$ cat config.mk
export PLATFORM = sky130hd
export DESIGN_NAME = sec_encoder32_flat
export DESIGN_NICKNAME = d
export VERILOG_FILES = /design/src/rtl/sec_encoder32_if.sv /design/src/rtl/sec_encoder32.sv /design/src/flat_wrapper.sv
export SDC_FILE = /design/constraint.sdc
export NUM_CORES = 1
export LEC_CHECK = 0
export ABC_AREA = 1
export CORE_AREA = 2 2 110 112
export DETAILED_ROUTE_END_ITERATION = 8
export DIE_AREA = 0 0 112 114
export PLACE_DENSITY = 0.92
export SKIP_CTS_REPAIR_TIMING = 1
export SYNTH_ARGS = -nofsm -noshare
export SYNTH_HDL_FRONTEND = slang
export SYNTH_SLANG_ARGS = --single-unit
$ cat constraint.sdc
create_clock -name clk -period 4.6 [get_ports clk]
set_input_delay 0.46 -clock clk [delete_from_list [all_inputs] [get_ports clk]]
set_output_delay 0.46 -clock clk [all_outputs]
set_load 0.1 [all_outputs]
$ cat src/rtl/sec_encoder32_if.sv
// sec_encoder32_if
//   Stream bundle between a word producer, the sec_encoder32 check-bit
//   generator and the downstream consumer.
//   in_valid/in_ready/in_data : input word handshake (32-bit data)
//   inj_en/inj_pos            : per-word single-bit fault injection request
//   out_valid/out_ready       : output codeword handshake
//   out_data/out_chk          : 32-bit data (after any flip) and 8 check bits
//   enc_count                 : saturating count of completed output handshakes
//   modport slave  : the encoder side
//   modport master : the producer/consumer side (e.g. a testbench)
interface sec_encoder32_if;
  logic        in_valid;
  logic        in_ready;
  logic [31:0] in_data;
  logic        inj_en;
  logic [5:0]  inj_pos;
  logic        out_valid;
  logic        out_ready;
  logic [31:0] out_data;
  logic [7:0]  out_chk;
  logic [15:0] enc_count;

  modport slave (
    input  in_valid, in_data, inj_en, inj_pos, out_ready,
    output in_ready, out_valid, out_data, out_chk, enc_count
  );

  modport master (
    output in_valid, in_data, inj_en, inj_pos, out_ready,
    input  in_ready, out_valid, out_data, out_chk, enc_count
  );
endinterface

$ cat src/rtl/sec_encoder32.sv
// sec_encoder32
//   Two-stage pipelined generator of the 8 check bits consumed by the
//   locked SEC corrector, with an optional single-bit flip per word.
//   Stage A captures the word, its nibble parities G[0..7] and column
//   parities C[0..3] (low half) / H[0..3] (high half), plus the injection
//   request. Stage B combines them into the check bits, applies the flip
//   and presents the codeword.
//   Ports:
//     clk : rising-edge clock
//     rst : asynchronous active-high reset; flushes all words in flight
//     bus : sec_encoder32_if.slave stream interface (see interface header)
module sec_encoder32 (
  input  logic            clk,
  input  logic            rst,
  sec_encoder32_if.slave  bus
);

  // Global advance: the whole pipe moves unless the output is blocked.
  logic adv;
  assign adv          = ~bus.out_valid | bus.out_ready;
  assign bus.in_ready = adv;

  logic in_fire;
  assign in_fire = bus.in_valid & adv;

  // Parities of the incoming word.
  logic [7:0] in_g;
  logic [3:0] in_c;
  logic [3:0] in_h;

  // NOTE: every signal assigned in an always_comb gets a default first so
  // no path leaves it unassigned, which would infer a latch.
  always_comb begin
    in_g = '0;
    in_c = '0;
    in_h = '0;
    for (int g = 0; g < 8; g++) begin
      in_g[g] = ^bus.in_data[4*g +: 4];
    end
    for (int j = 0; j < 4; j++) begin
      in_c[j] = bus.in_data[j]    ^ bus.in_data[j+4]  ^ bus.in_data[j+8]  ^ bus.in_data[j+12];
      in_h[j] = bus.in_data[16+j] ^ bus.in_data[20+j] ^ bus.in_data[24+j] ^ bus.in_data[28+j];
    end
  end

  // Out-of-range positions (40..63) are folded into "no injection" here so
  // stage B only ever sees a valid flip target.
  logic in_inj_v;
  assign in_inj_v = bus.inj_en & (bus.inj_pos < 6'd40);

  // Stage A registers.
  logic        a_valid;
  logic [31:0] a_d;
  logic [7:0]  a_g;
  logic [3:0]  a_c;
  logic [3:0]  a_h;
  logic        a_inj_v;
  logic [5:0]  a_inj_pos;

  // NOTE: sequential state uses non-blocking assignments only, so every
  // register samples the pre-edge values regardless of statement order.
  always_ff @(posedge clk or posedge rst) begin
    if (rst) begin
      a_valid   <= 1'b0;
      a_d       <= '0;
      a_g       <= '0;
      a_c       <= '0;
      a_h       <= '0;
      a_inj_v   <= 1'b0;
      a_inj_pos <= '0;
    end else if (adv) begin
      a_valid <= in_fire;
      if (in_fire) begin
        a_d       <= bus.in_data;
        a_g       <= in_g;
        a_c       <= in_c;
        a_h       <= in_h;
        a_inj_v   <= in_inj_v;
        a_inj_pos <= bus.inj_pos;
      end
    end
  end

  // Stage B combinational: check bits and flip masks.
  logic [7:0]  b_chk;
  logic [31:0] b_data_flip;
  logic [7:0]  b_chk_flip;

  always_comb begin
    b_chk       = '0;
    b_data_flip = '0;
    b_chk_flip  = '0;

    b_chk[0] = a_g[4] ^ a_g[5] ^ a_c[0];
    b_chk[1] = a_g[6] ^ a_g[7] ^ a_c[1];
    b_chk[2] = a_g[4] ^ a_g[6] ^ a_c[2];
    b_chk[3] = a_g[5] ^ a_g[7] ^ a_c[3];
    b_chk[4] = a_g[0] ^ a_g[1] ^ a_h[0];
    b_chk[5] = a_g[2] ^ a_g[3] ^ a_h[1];
    b_chk[6] = a_g[0] ^ a_g[2] ^ a_h[2];
    b_chk[7] = a_g[1] ^ a_g[3] ^ a_h[3];

    // Bit 5 of the position splits data (0..31) from check bits (32..39);
    // a_inj_v already excludes 40..63, so bits [4:3] are zero for chk flips.
    if (a_inj_v) begin
      if (a_inj_pos[5]) begin
        b_chk_flip = 8'b1 << a_inj_pos[2:0];
      end else begin
        b_data_flip = 32'b1 << a_inj_pos[4:0];
      end
    end
  end

  // Stage B registers (the output).
  logic        b_valid;
  logic [31:0] out_data_q;
  logic [7:0]  out_chk_q;
  logic [15:0] enc_count_q;

  always_ff @(posedge clk or posedge rst) begin
    if (rst) begin
      b_valid    <= 1'b0;
      out_data_q <= '0;
      out_chk_q  <= '0;
    end else if (adv) begin
      b_valid <= a_valid;
      if (a_valid) begin
        out_data_q <= a_d ^ b_data_flip;
        out_chk_q  <= b_chk ^ b_chk_flip;
      end
    end
  end

  always_ff @(posedge clk or posedge rst) begin
    if (rst) begin
      enc_count_q <= '0;
    end else if (b_valid && bus.out_ready && (enc_count_q != 16'hFFFF)) begin
      enc_count_q <= enc_count_q + 16'd1;
    end
  end

  assign bus.out_valid = b_valid;
  assign bus.out_data  = out_data_q;
  assign bus.out_chk   = out_chk_q;
  assign bus.enc_count = enc_count_q;

endmodule

$ cat src/flat_wrapper.sv
// flat-port wrapper written by rule: the top's interface ports become plain ports
module sec_encoder32_flat 
  (clk, rst, bus_in_valid, bus_in_data, bus_inj_en, bus_inj_pos, bus_out_ready, bus_in_ready, bus_out_valid, bus_out_data, bus_out_chk, bus_enc_count);
  sec_encoder32_if bus_i ();
  input  logic clk;
  input  logic rst;
  input wire logic [$bits(bus_i.in_valid)-1:0] bus_in_valid;
  input wire logic [$bits(bus_i.in_data)-1:0] bus_in_data;
  input wire logic [$bits(bus_i.inj_en)-1:0] bus_inj_en;
  input wire logic [$bits(bus_i.inj_pos)-1:0] bus_inj_pos;
  input wire logic [$bits(bus_i.out_ready)-1:0] bus_out_ready;
  output wire logic [$bits(bus_i.in_ready)-1:0] bus_in_ready;
  output wire logic [$bits(bus_i.out_valid)-1:0] bus_out_valid;
  output wire logic [$bits(bus_i.out_data)-1:0] bus_out_data;
  output wire logic [$bits(bus_i.out_chk)-1:0] bus_out_chk;
  output wire logic [$bits(bus_i.enc_count)-1:0] bus_enc_count;
  assign bus_i.in_valid = bus_in_valid;
  assign bus_i.in_data = bus_in_data;
  assign bus_i.inj_en = bus_inj_en;
  assign bus_i.inj_pos = bus_inj_pos;
  assign bus_i.out_ready = bus_out_ready;
  assign bus_in_ready = bus_i.in_ready;
  assign bus_out_valid = bus_i.out_valid;
  assign bus_out_data = bus_i.out_data;
  assign bus_out_chk = bus_i.out_chk;
  assign bus_enc_count = bus_i.enc_count;
  sec_encoder32 u_core (.clk(clk), .rst(rst), .bus(bus_i));
endmodule
==> reports/results.ini <==
[placed_design]
place.gp.congestion = 0.934
port_buffers = 100
placed_area_mm2 = 0.00722
dp_hpwl_um = 11700

[global_route]
grt_max_degree = 49
grt_usage_pct = 28.0
grt_pass1_vias = 5627
overflow = 0
grt_first_pass_wirelength_um = 27900
grt_antenna_before_repair = 0

[synthesis]
yosys_warnings = 0
avgSynthCellArea_um2 = 7.49
syn_area_mm2 = 0.00614
netlist_instances = 820
synth_nets = 864
yosysUniqueCellTypes = 28
ys_seq_area_share_pct = 46.1
ys_ff_latch = 113

[sta]
hold_viol = 0
fin_crit_ns = 2.77
worst_pin_slew_ns = 1.02
setup_tns_ns = 0
slew_headroom_pct = 31.5
rsz0062_at_grt = no
max_freq_mhz = 362
drv_slew = 0
whs_ns = 0.463
period_share_pct = 60.1
setup_viol = 0
fin_skew_ns = 0.00798

[setup_path]
end_kind = output port
cp-start-kind = input pin
crit_end = bus_in_ready
rr_worst_depth = 6
r2r-end = u_core.a_g[3]
rrSetupSlack_ns = 2.37
crit_type = in2out
required_ns = 4.14
cp_max_fo = 3
critPathArrivalTime_ns = 2.31
r2r_start = u_core.bus.out_valid
crit_path_start = bus_out_ready

[final_layout]
design_area_mm2 = 0.00788
final_layout_size_suffix_gt1_share_pct = 6.37
num_antenna_cells = 0
area.growth.synth_to_final_pct = 28.3
finish.utilization_pct = 67.2
nets = 957

[cts]
clockBufferDepth = 2
clock_sinks = 113
cts_tree = yes
cts_htree_levels = 4
numCtsBuffers = 17
clockRootBuffer = clkbuf_16
clk_latency_ns = 0.43
clk_pin_slew_ns = 0.05

[status]
status = completed

[min_path]
worstHoldPathType = in2async

[detailed_routing]
dr_total_vias = 6001
wirelength_um = 17500
avgViaCountPerCell = 5.59
drc = 0
drt_iter0_markers = 624
firstDrtPassIters = 5
routedWlPerCell_um = 16.3
ant_nets = 0

[floorplan]
num_io_pins = 101
die_w_um = 112
die_h_um = 114
core_mm2 = 0.0117
die-area_mm2 = 0.0128
rows = 40
initial_utilization_pct = 52.4

[power_and_ir_drop]
ir_drop_uv = 690
total_leakage_power_nw = 3.73
powerDensity_mw_per_mm2 = 625
total_power_w = 0.00492

[flow_run]
maxCapViolations = 0

## stage by stage
stage | setup WS, ns | std cells
6_report | 1.83 | 1073
5_1_grt | 1.76 | 1073
4_1_cts | 1.83 | 1073
3_5_place_dp | 1.83 | 1041
3_3_place_gp | 1.88 | 1041
2_1_floorplan | 1.15 | 820
## cell usage in the layout (no fill, tap or decap), drive strengths merged
cell type / instances
nand2: 286
dfrtp: 113
nand3: 106
clkdlybuf4s50: 100
inv: 83
o21ai: 71
nor2: 50
xnor2: 33
xor2: 22
clkbuf: 21
nand4: 8
or2: 8
clkinv: 6
bufinv: 5
a31oi: 4
buf: 4
nand3b: 2
o21bai: 1
and2: 1
ha: 1
clkinvlp: 1
## flip-flops by register name, summed over array words and instances, names as in the netlist
name	count
u_core.a_inj_pos	6
u_core.bus.out_valid	1
u_core.a_inj_v	1
u_core.bus.enc_count	16
u_core.a_h	4
u_core.a_valid	1
u_core.a_c	4
u_core.bus.out_data	32
u_core.a_d	32
u_core.bus.out_chk	8
u_core.a_g	8
## metal layers
| metal | wire length (µm) | vias to the layer above | part of all wire, % | track usage, % |
|---|---|---|---|---|
| li1 | - | 2773 | - | - |
| met1 | 6930 | 2772 | 40 | 35.6 |
| met2 | 8160 | 368 | 47 | 44.4 |
| met3 | 1670 | 88 | 9.6 | 8.55 |
| met4 | 697 | 0 | 4.0 | 12.8 |
| met5 | 0 | - | 0 | 0 |
## cell type report
cell class                 instances  area [µm²]
clock inverter                    11         183
tap                              147         184
multi-input combinational        593        2860
inverter                          84         318
sequential                       113        2830
clock buffer                      21         470
timing repair buffer             104        1030
fill                             895        3840
## Yosys cell counts
library cell,count,area [µm²]
or2_2,8,50.1
nand2_4,1,11.3
nor2_1,45,169
nand4_1,8,50.1
nand2_1,285,1070
a31oi_1,4,25.0
o21ai_4,1,16.3
and2_1,1,6.26
inv_1,78,293
nand3b_1,2,15.0
o21ai_0,69,345
nor2_4,2,22.5
clkinv_1,1,3.75
xor2_1,22,193
ha_1,1,12.5
buf_6,1,11.3
buf_2,17,85.1
o21ai_1,1,5.00
xnor2_1,33,289
nand3_4,1,17.5
inv_2,5,18.8
nand3_1,104,521
o21bai_1,1,7.51
buf_1,1,3.75
nand3_2,1,10.0
dfrtp_1,113,2830
clkbuf_1,11,41.3
nor2_2,3,18.8
## power breakdown
group | switching, W | total [W] | internal (W)
Clock | 0.000475 | 0.00147 | 0.000998
Sequential | 0.000189 | 0.00141 | 0.00122
Combinational | 0.00155 | 0.00204 | 0.000484
## critical path, stage by stage
cell and delay (ns):
clkdlybuf4s50_1 0.42, nor2_1 0.31, inv_1 0.12, clkdlybuf4s50_1 0.99
## kinds of logic (layout without fill, tap and decap cells)
kind of cell | Yosys count | after routing | share of synthesized area [%]
AOI/OAI and AO/OA | 76 | 76 | 6.50
buffers and inverters | 114 | 220 | 7.44
xor gates and xnor gates | 55 | 55 | 7.85
DFF | 113 | 113 | 46.1
and+or+nand+nor | 461 | 461 | 31.9
adders and majority gates | 1 | 1 | 0.204
## how the worst min path moves through the flow
stage,to,cells past startpoint
after floorplan,u_core.bus.out_valid,2
after global routing,u_core.bus.out_data[11],2
final,u_core.bus.out_valid,2
after CTS,u_core.bus.out_data[9],2
after global placement,u_core.bus.out_valid,2
after detailed placement,u_core.bus.out_data[28],2
(Power assumes the default switching activity.)
